File: src/rtl/ysyx_22040759_wb_arbiter_pkg.sv
// Shared sizing and requester encoding for the GPR writeback arbiter and its scoreboard.
package ysyx_22040759_wb_arbiter_pkg;

  localparam int unsigned XLEN   = 32;
  localparam int unsigned NREG   = 32;
  localparam int unsigned REG_AW = $clog2(NREG);

  localparam logic REQ_EXU = 1'b0;
  localparam logic REQ_LSU = 1'b1;

endpackage

File: src/rtl/ysyx_22040759_scoreboard.sv
// Busy-bit scoreboard: set at accepted issue, cleared at writeback, feeds the IDU hazard stall.
module ysyx_22040759_scoreboard
  import ysyx_22040759_wb_arbiter_pkg::*;
(
  input  logic              clk,
  input  logic              rst,
  input  logic              iss_valid_i,
  input  logic              iss_wr_i,
  input  logic [REG_AW-1:0] iss_rd_i,
  input  logic [REG_AW-1:0] iss_rs1_i,
  input  logic [REG_AW-1:0] iss_rs2_i,
  output logic              iss_stall_o,
  input  logic              wb_fire_i,
  input  logic [REG_AW-1:0] wb_rd_i,
  output logic              wb_err_o
);

  logic [NREG-1:1] busy_q, busy_d;
  logic [NREG-1:0] busy_vec;
  logic            wb_err_q, wb_err_d;
  logic            iss_accept;
  logic            wb_clear;

  // x0 is tied off so lookups never need a special case.
  assign busy_vec = {busy_q, 1'b0};

  assign iss_stall_o = busy_vec[iss_rs1_i] | busy_vec[iss_rs2_i] |
                       (iss_wr_i & busy_vec[iss_rd_i]);

  assign iss_accept = iss_valid_i & ~iss_stall_o & iss_wr_i & (iss_rd_i != '0);
  assign wb_clear   = wb_fire_i & (wb_rd_i != '0);

  // Set is applied after clear so a same-cycle issue to the written register keeps it busy.
  always_comb begin
    busy_d = busy_q;
    for (int i = 1; i < NREG; i++) begin
      if (wb_clear && (wb_rd_i == REG_AW'(i))) begin
        busy_d[i] = 1'b0;
      end
      if (iss_accept && (iss_rd_i == REG_AW'(i))) begin
        busy_d[i] = 1'b1;
      end
    end
  end

  assign wb_err_d = wb_err_q | (wb_clear & ~busy_vec[wb_rd_i]);

  always_ff @(posedge clk) begin
    if (rst) begin
      busy_q   <= '0;
      wb_err_q <= 1'b0;
    end else begin
      busy_q   <= busy_d;
      wb_err_q <= wb_err_d;
    end
  end

  assign wb_err_o = wb_err_q;

endmodule

File: src/rtl/ysyx_22040759_wb_arbiter.sv
// Round-robin arbitration of EXU/LSU writebacks onto the single GPR write port.
module ysyx_22040759_wb_arbiter
  import ysyx_22040759_wb_arbiter_pkg::*;
(
  input  logic              clk,
  input  logic              rst,
  input  logic              iss_valid_i,
  input  logic              iss_wr_i,
  input  logic [REG_AW-1:0] iss_rd_i,
  input  logic [REG_AW-1:0] iss_rs1_i,
  input  logic [REG_AW-1:0] iss_rs2_i,
  output logic              iss_stall_o,
  input  logic              exu_valid_i,
  input  logic [REG_AW-1:0] exu_rd_i,
  input  logic [XLEN-1:0]   exu_data_i,
  output logic              exu_ready_o,
  input  logic              lsu_valid_i,
  input  logic [REG_AW-1:0] lsu_rd_i,
  input  logic [XLEN-1:0]   lsu_data_i,
  output logic              lsu_ready_o,
  output logic              gpr_wen_o,
  output logic [REG_AW-1:0] gpr_waddr_o,
  output logic [XLEN-1:0]   gpr_wdata_o,
  output logic              wb_err_o
);

  logic last_grant_q, last_grant_d;
  logic gnt_exu, gnt_lsu;
  logic wb_fire;

  // Grant depends only on valids and last_grant, so a held request is never revoked.
  always_comb begin
    gnt_exu = 1'b0;
    gnt_lsu = 1'b0;
    if (!rst) begin
      if (exu_valid_i && lsu_valid_i) begin
        if (last_grant_q == REQ_LSU) begin
          gnt_exu = 1'b1;
        end else begin
          gnt_lsu = 1'b1;
        end
      end else begin
        gnt_exu = exu_valid_i;
        gnt_lsu = lsu_valid_i;
      end
    end
  end

  assign exu_ready_o = gnt_exu;
  assign lsu_ready_o = gnt_lsu;
  assign wb_fire     = gnt_exu | gnt_lsu;

  always_comb begin
    last_grant_d = last_grant_q;
    if (gnt_exu) begin
      last_grant_d = REQ_EXU;
    end else if (gnt_lsu) begin
      last_grant_d = REQ_LSU;
    end
  end

  always_ff @(posedge clk) begin
    if (rst) begin
      last_grant_q <= REQ_LSU;
    end else begin
      last_grant_q <= last_grant_d;
    end
  end

  always_comb begin
    gpr_waddr_o = '0;
    gpr_wdata_o = '0;
    if (gnt_exu) begin
      gpr_waddr_o = exu_rd_i;
      gpr_wdata_o = exu_data_i;
    end else if (gnt_lsu) begin
      gpr_waddr_o = lsu_rd_i;
      gpr_wdata_o = lsu_data_i;
    end
  end

  // A handshake to x0 is consumed without touching the register file.
  assign gpr_wen_o = wb_fire & (gpr_waddr_o != '0);

  ysyx_22040759_scoreboard u_scoreboard (
    .clk         (clk),
    .rst         (rst),
    .iss_valid_i (iss_valid_i),
    .iss_wr_i    (iss_wr_i),
    .iss_rd_i    (iss_rd_i),
    .iss_rs1_i   (iss_rs1_i),
    .iss_rs2_i   (iss_rs2_i),
    .iss_stall_o (iss_stall_o),
    .wb_fire_i   (wb_fire),
    .wb_rd_i     (gpr_waddr_o),
    .wb_err_o    (wb_err_o)
  );

endmodule

File: config.mk
export PLATFORM = sky130hd
export DESIGN_NAME = ysyx_22040759_wb_arbiter
export DESIGN_NICKNAME = d
export VERILOG_FILES = /design/src/rtl/ysyx_22040759_wb_arbiter_pkg.sv /design/src/rtl/ysyx_22040759_scoreboard.sv /design/src/rtl/ysyx_22040759_wb_arbiter.sv
export SDC_FILE = /design/constraint.sdc
export NUM_CORES = 1
export LEC_CHECK = 0
export CORE_MARGIN = 3
export CORE_UTILIZATION = 37
export CTS_BUF_LIST = sky130_fd_sc_hd__clkbuf_8
export CTS_CLUSTER_SIZE = 16
export DETAILED_ROUTE_END_ITERATION = 16
export GPL_ROUTABILITY_DRIVEN = 0
export GPL_TIMING_DRIVEN = 0
export PLACE_DENSITY_LB_ADDON = 0.05
export SLEW_MARGIN = 5
export SYNTH_ARGS = -nofsm -noshare
export SYNTH_HDL_FRONTEND = slang
export SYNTH_SLANG_ARGS = --single-unit
File: constraint.sdc
create_clock -name clk -period 4.4 [get_ports clk]
set_clock_uncertainty 0.05 [all_clocks]
set_input_delay 0.88 -clock clk [delete_from_list [all_inputs] [get_ports clk]]
set_output_delay 0.88 -clock clk [all_outputs]
set_load 0.02 [all_outputs]
==> metrics <==
status finished, final reports clean; # diodes 0; syn_area_per_cell 9.044 um^2; adder-cell share of the synthesized area 0%; Worst Max-Slew Pin Slew 566.7 ps; max-slew violation count 0; Core Area ~7800 um^2; Cell Pwr Density 192.4 nW/um^2; Final Cell Area 4544 um^2; post-synthesis sequential area ratio 21.94%; CTS max path bufs 2; GRT Total Usage 25.07%; fmax about 230 MHz; PnR worst setup slack about 91 ps; minimum clock period after layout 4309 ps; RSZ-0062 raised after global routing yes; nets@finish 563; multiplexer share of the synthesized area 21.60%; Max stage delay cell, worst path clkdlybuf4s50_1; YS warnings 0; Post-synth EDFFs 0; XOR/XNOR Fraction of Synth Area 0%; via count 3505; Final Setup Violations 0; initial DRC count 309; main combinational cell family by area after synthesis compound AO/OA/AOI/OAI gates; CTS clk-pin slew, worst paths approximately 70 ps; startpoint types input pin; flops & latches, synth 33; Mapped Area 3012 um^2; Rel. slew slack 61.73%; crit path DAT 3380 ps; worst skew pair latency 280 ps; total grt overflow 0; H-tree depth 2; VDD IR-drop max approximately 0.10 mV; leading area contributor after synthesis dfxtp_1; critical path class in2out; Mapped Cells 333; ys async rst share 0%; vias in the first global route about 3400; Worst path top cell family by delay buffers and inverters; initial antenna violation count 0; crit path cell chain clkdlybuf4s50_1 > nand2b_1 > a32oi_2 > inv_1 > nor2_1 > nand3b_1 > clkdlybuf4s50_1; cts bufs inserted 5; dpl hpwl 9427 um; worst slack, placed -201.9 ps; Reg2Reg Setup Slack 1850 ps; most common cell in the netlist a22o_1; worst min-delay path category reg2reg; TritonCTS clock tree done; DRC 0; Initial Util 38.57%; Post-synth top cells a22o_1 (34), dfxtp_1 (33), o31ai_1 (31), nand2_1 (28), o211ai_1 (18); Final Hold Viols 0; I/O Pins 137; WP data required 3470 ps; count of cell types in the netlist slightly above 50; DRT Pass-1 Iters 5; Tcrit/Tclk final 97.93%; first-pass GRT wire length 17540 um; Max-Cap Viols 0; Most used DFF post-synth dfxtp_1; I/O Buffers 129; CP max FO 12; Avg Vias per Cell approximately 6.1; Die Height 96.22 um; clock sink count 33; largest net degree at the start of global routing 11; DR WL/cell 20.59 um; largest cells by area after synthesis dfxtp_1 (22%), mux4_2 (11%), a22o_1 (9.9%), o31ai_1 (7.7%), mux2i_1 (4.7%); Critical Path Most Common Cell clkdlybuf4s50_1; layout cells sized above 1 11.75%; Detailed Route WL 11740 um; Crit path buffers/inverters 3; complex-gate fraction of the synthesized area between 30% and 40%; Simple-Gate Fraction of Synth Area 16.20%; Die X 96.22 um; Antenna Nets Post-Route 0; Synth top area share between 20 and 25%; Crit path largest cell delay around 550 ps; Hold-fix buffers, CTS 0; Placed Area 4431 um^2; syn nets about 430; P_leak 1.625 nW; Setup TNS Final 0 ps; Critical Path End Type output port; Root Driver clkbuf_8; Rows 32; area grow syn2layout 50.89%; die area 9258 um^2
timing repair:
action                                  in CTS  in global routing
gates resized for setup                      2                 16
setup buffers                                1                  0
endpoints found under the setup margin      11                 33
pin swaps                                    1                  0
path summary, 6_finish.rpt:
check                                                          from  depth (start not counted)                                   to
worst max-delay path                                    lsu_valid_i                          7                            gpr_wen_o
worst min-delay path            u_scoreboard.busy_q[4]$_SDFFE_PP0P_                          2  u_scoreboard.busy_q[4]$_SDFFE_PP0P_
worst max register to register            last_grant_q$_SDFFE_PP1P_                         10     u_scoreboard.wb_err_o$_SDFF_PP0_
worst min register to register  u_scoreboard.busy_q[4]$_SDFFE_PP0P_                          2  u_scoreboard.busy_q[4]$_SDFFE_PP0P_
final cells by class:
| type | instances | area (um^2) |
|---|---|---|
| buffer | 28 | 156.4 |
| clock buffer | 6 | 82.58 |
| clock inverter | 1 | 3.754 |
| fill | 709 | 3263 |
| inverter | 11 | 41.29 |
| multi-input combinational | 259 | 2170 |
| sequential | 33 | 660.6 |
| tap | 102 | 127.6 |
| timing repair buffer | 130 | 1303 |
routing by layer:
layer  up-vias  GRT usage, %  wire length [um]
li1       1623             -                 -
met4         0         10.66               368
met1      1646         30.56              4654
met5         -             0                 0
met3        29         6.568              1045
met2       207         41.52              5668
worst reg2reg max path, cell delays in order (launching register included):
cell	delay, ps
dfxtp_1	390
nand2b_1	310
a32oi_1	170
or2_1	230
buf_2	170
inv_2	120
buf_4	210
nand2_1	240
o221ai_1	260
a41oi_1	150
o211ai_1	180
power breakdown:
part	switching (mW)	internal [mW]	total, mW	leakage, nW
logic	0.167	0.173	0.340	1.31
clock network	0.104	0.122	0.226	0.0485
registers	0.00462	0.303	0.308	0.267
total	0.276	0.598	0.874	1.62
kinds of logic after synthesis:
| logic type | Yosys count |
|---|---|
| buf+inv | 41 |
| simple gates | 93 |
| compound gates | 127 |
| mux | 39 |
| flops | 33 |
metrics by stage:
| step | util, % | cells | hold slack, ps | power (mW) |
|---|---|---|---|---|
| after global routing | 58.21 | 570 | 520.4 | 0.9097 |
| after global placement | 56.75 | 564 | 450.9 | 0.6488 |
| after CTS | 57.95 | 572 | 467.6 | 0.8756 |
| after detailed placement | 56.75 | 564 | 455.1 | 0.6505 |
| final | 58.21 | 570 | 485.3 | 0.8742 |
| after floorplan | - | 333 | 427.9 | 0.4723 |
sequential cells by signal, indices dropped and copies added, names as in the netlist:
name and flops:
last_grant_q 1, u_scoreboard.busy_q 31, u_scoreboard.wb_err_o 1
layout by cell type, fill, tap and decap left out, types with 3 or more instances in the layout:
cell,count
a32oi_1,3
dfxtp_1,33
nand2_1,28
nor3b_1,5
mux4_2,15
o22ai_1,5
clkbuf_8,6
mux2_2,6
clkdlybuf4s50_1,126
nor2_1,16
a31oi_1,3
or3_1,4
nor2b_1,9
buf_6,4
o211ai_1,18
a211o_1,5
a22o_1,34
clkbuf_2,7
nand3_1,14
buf_2,7
mux2i_1,14
o21ai_0,4
inv_1,10
o311ai_0,8
o31ai_1,31
mux4_1,4
clkbuf_1,8
nand3b_1,4
(Power assumes the default switching activity.)
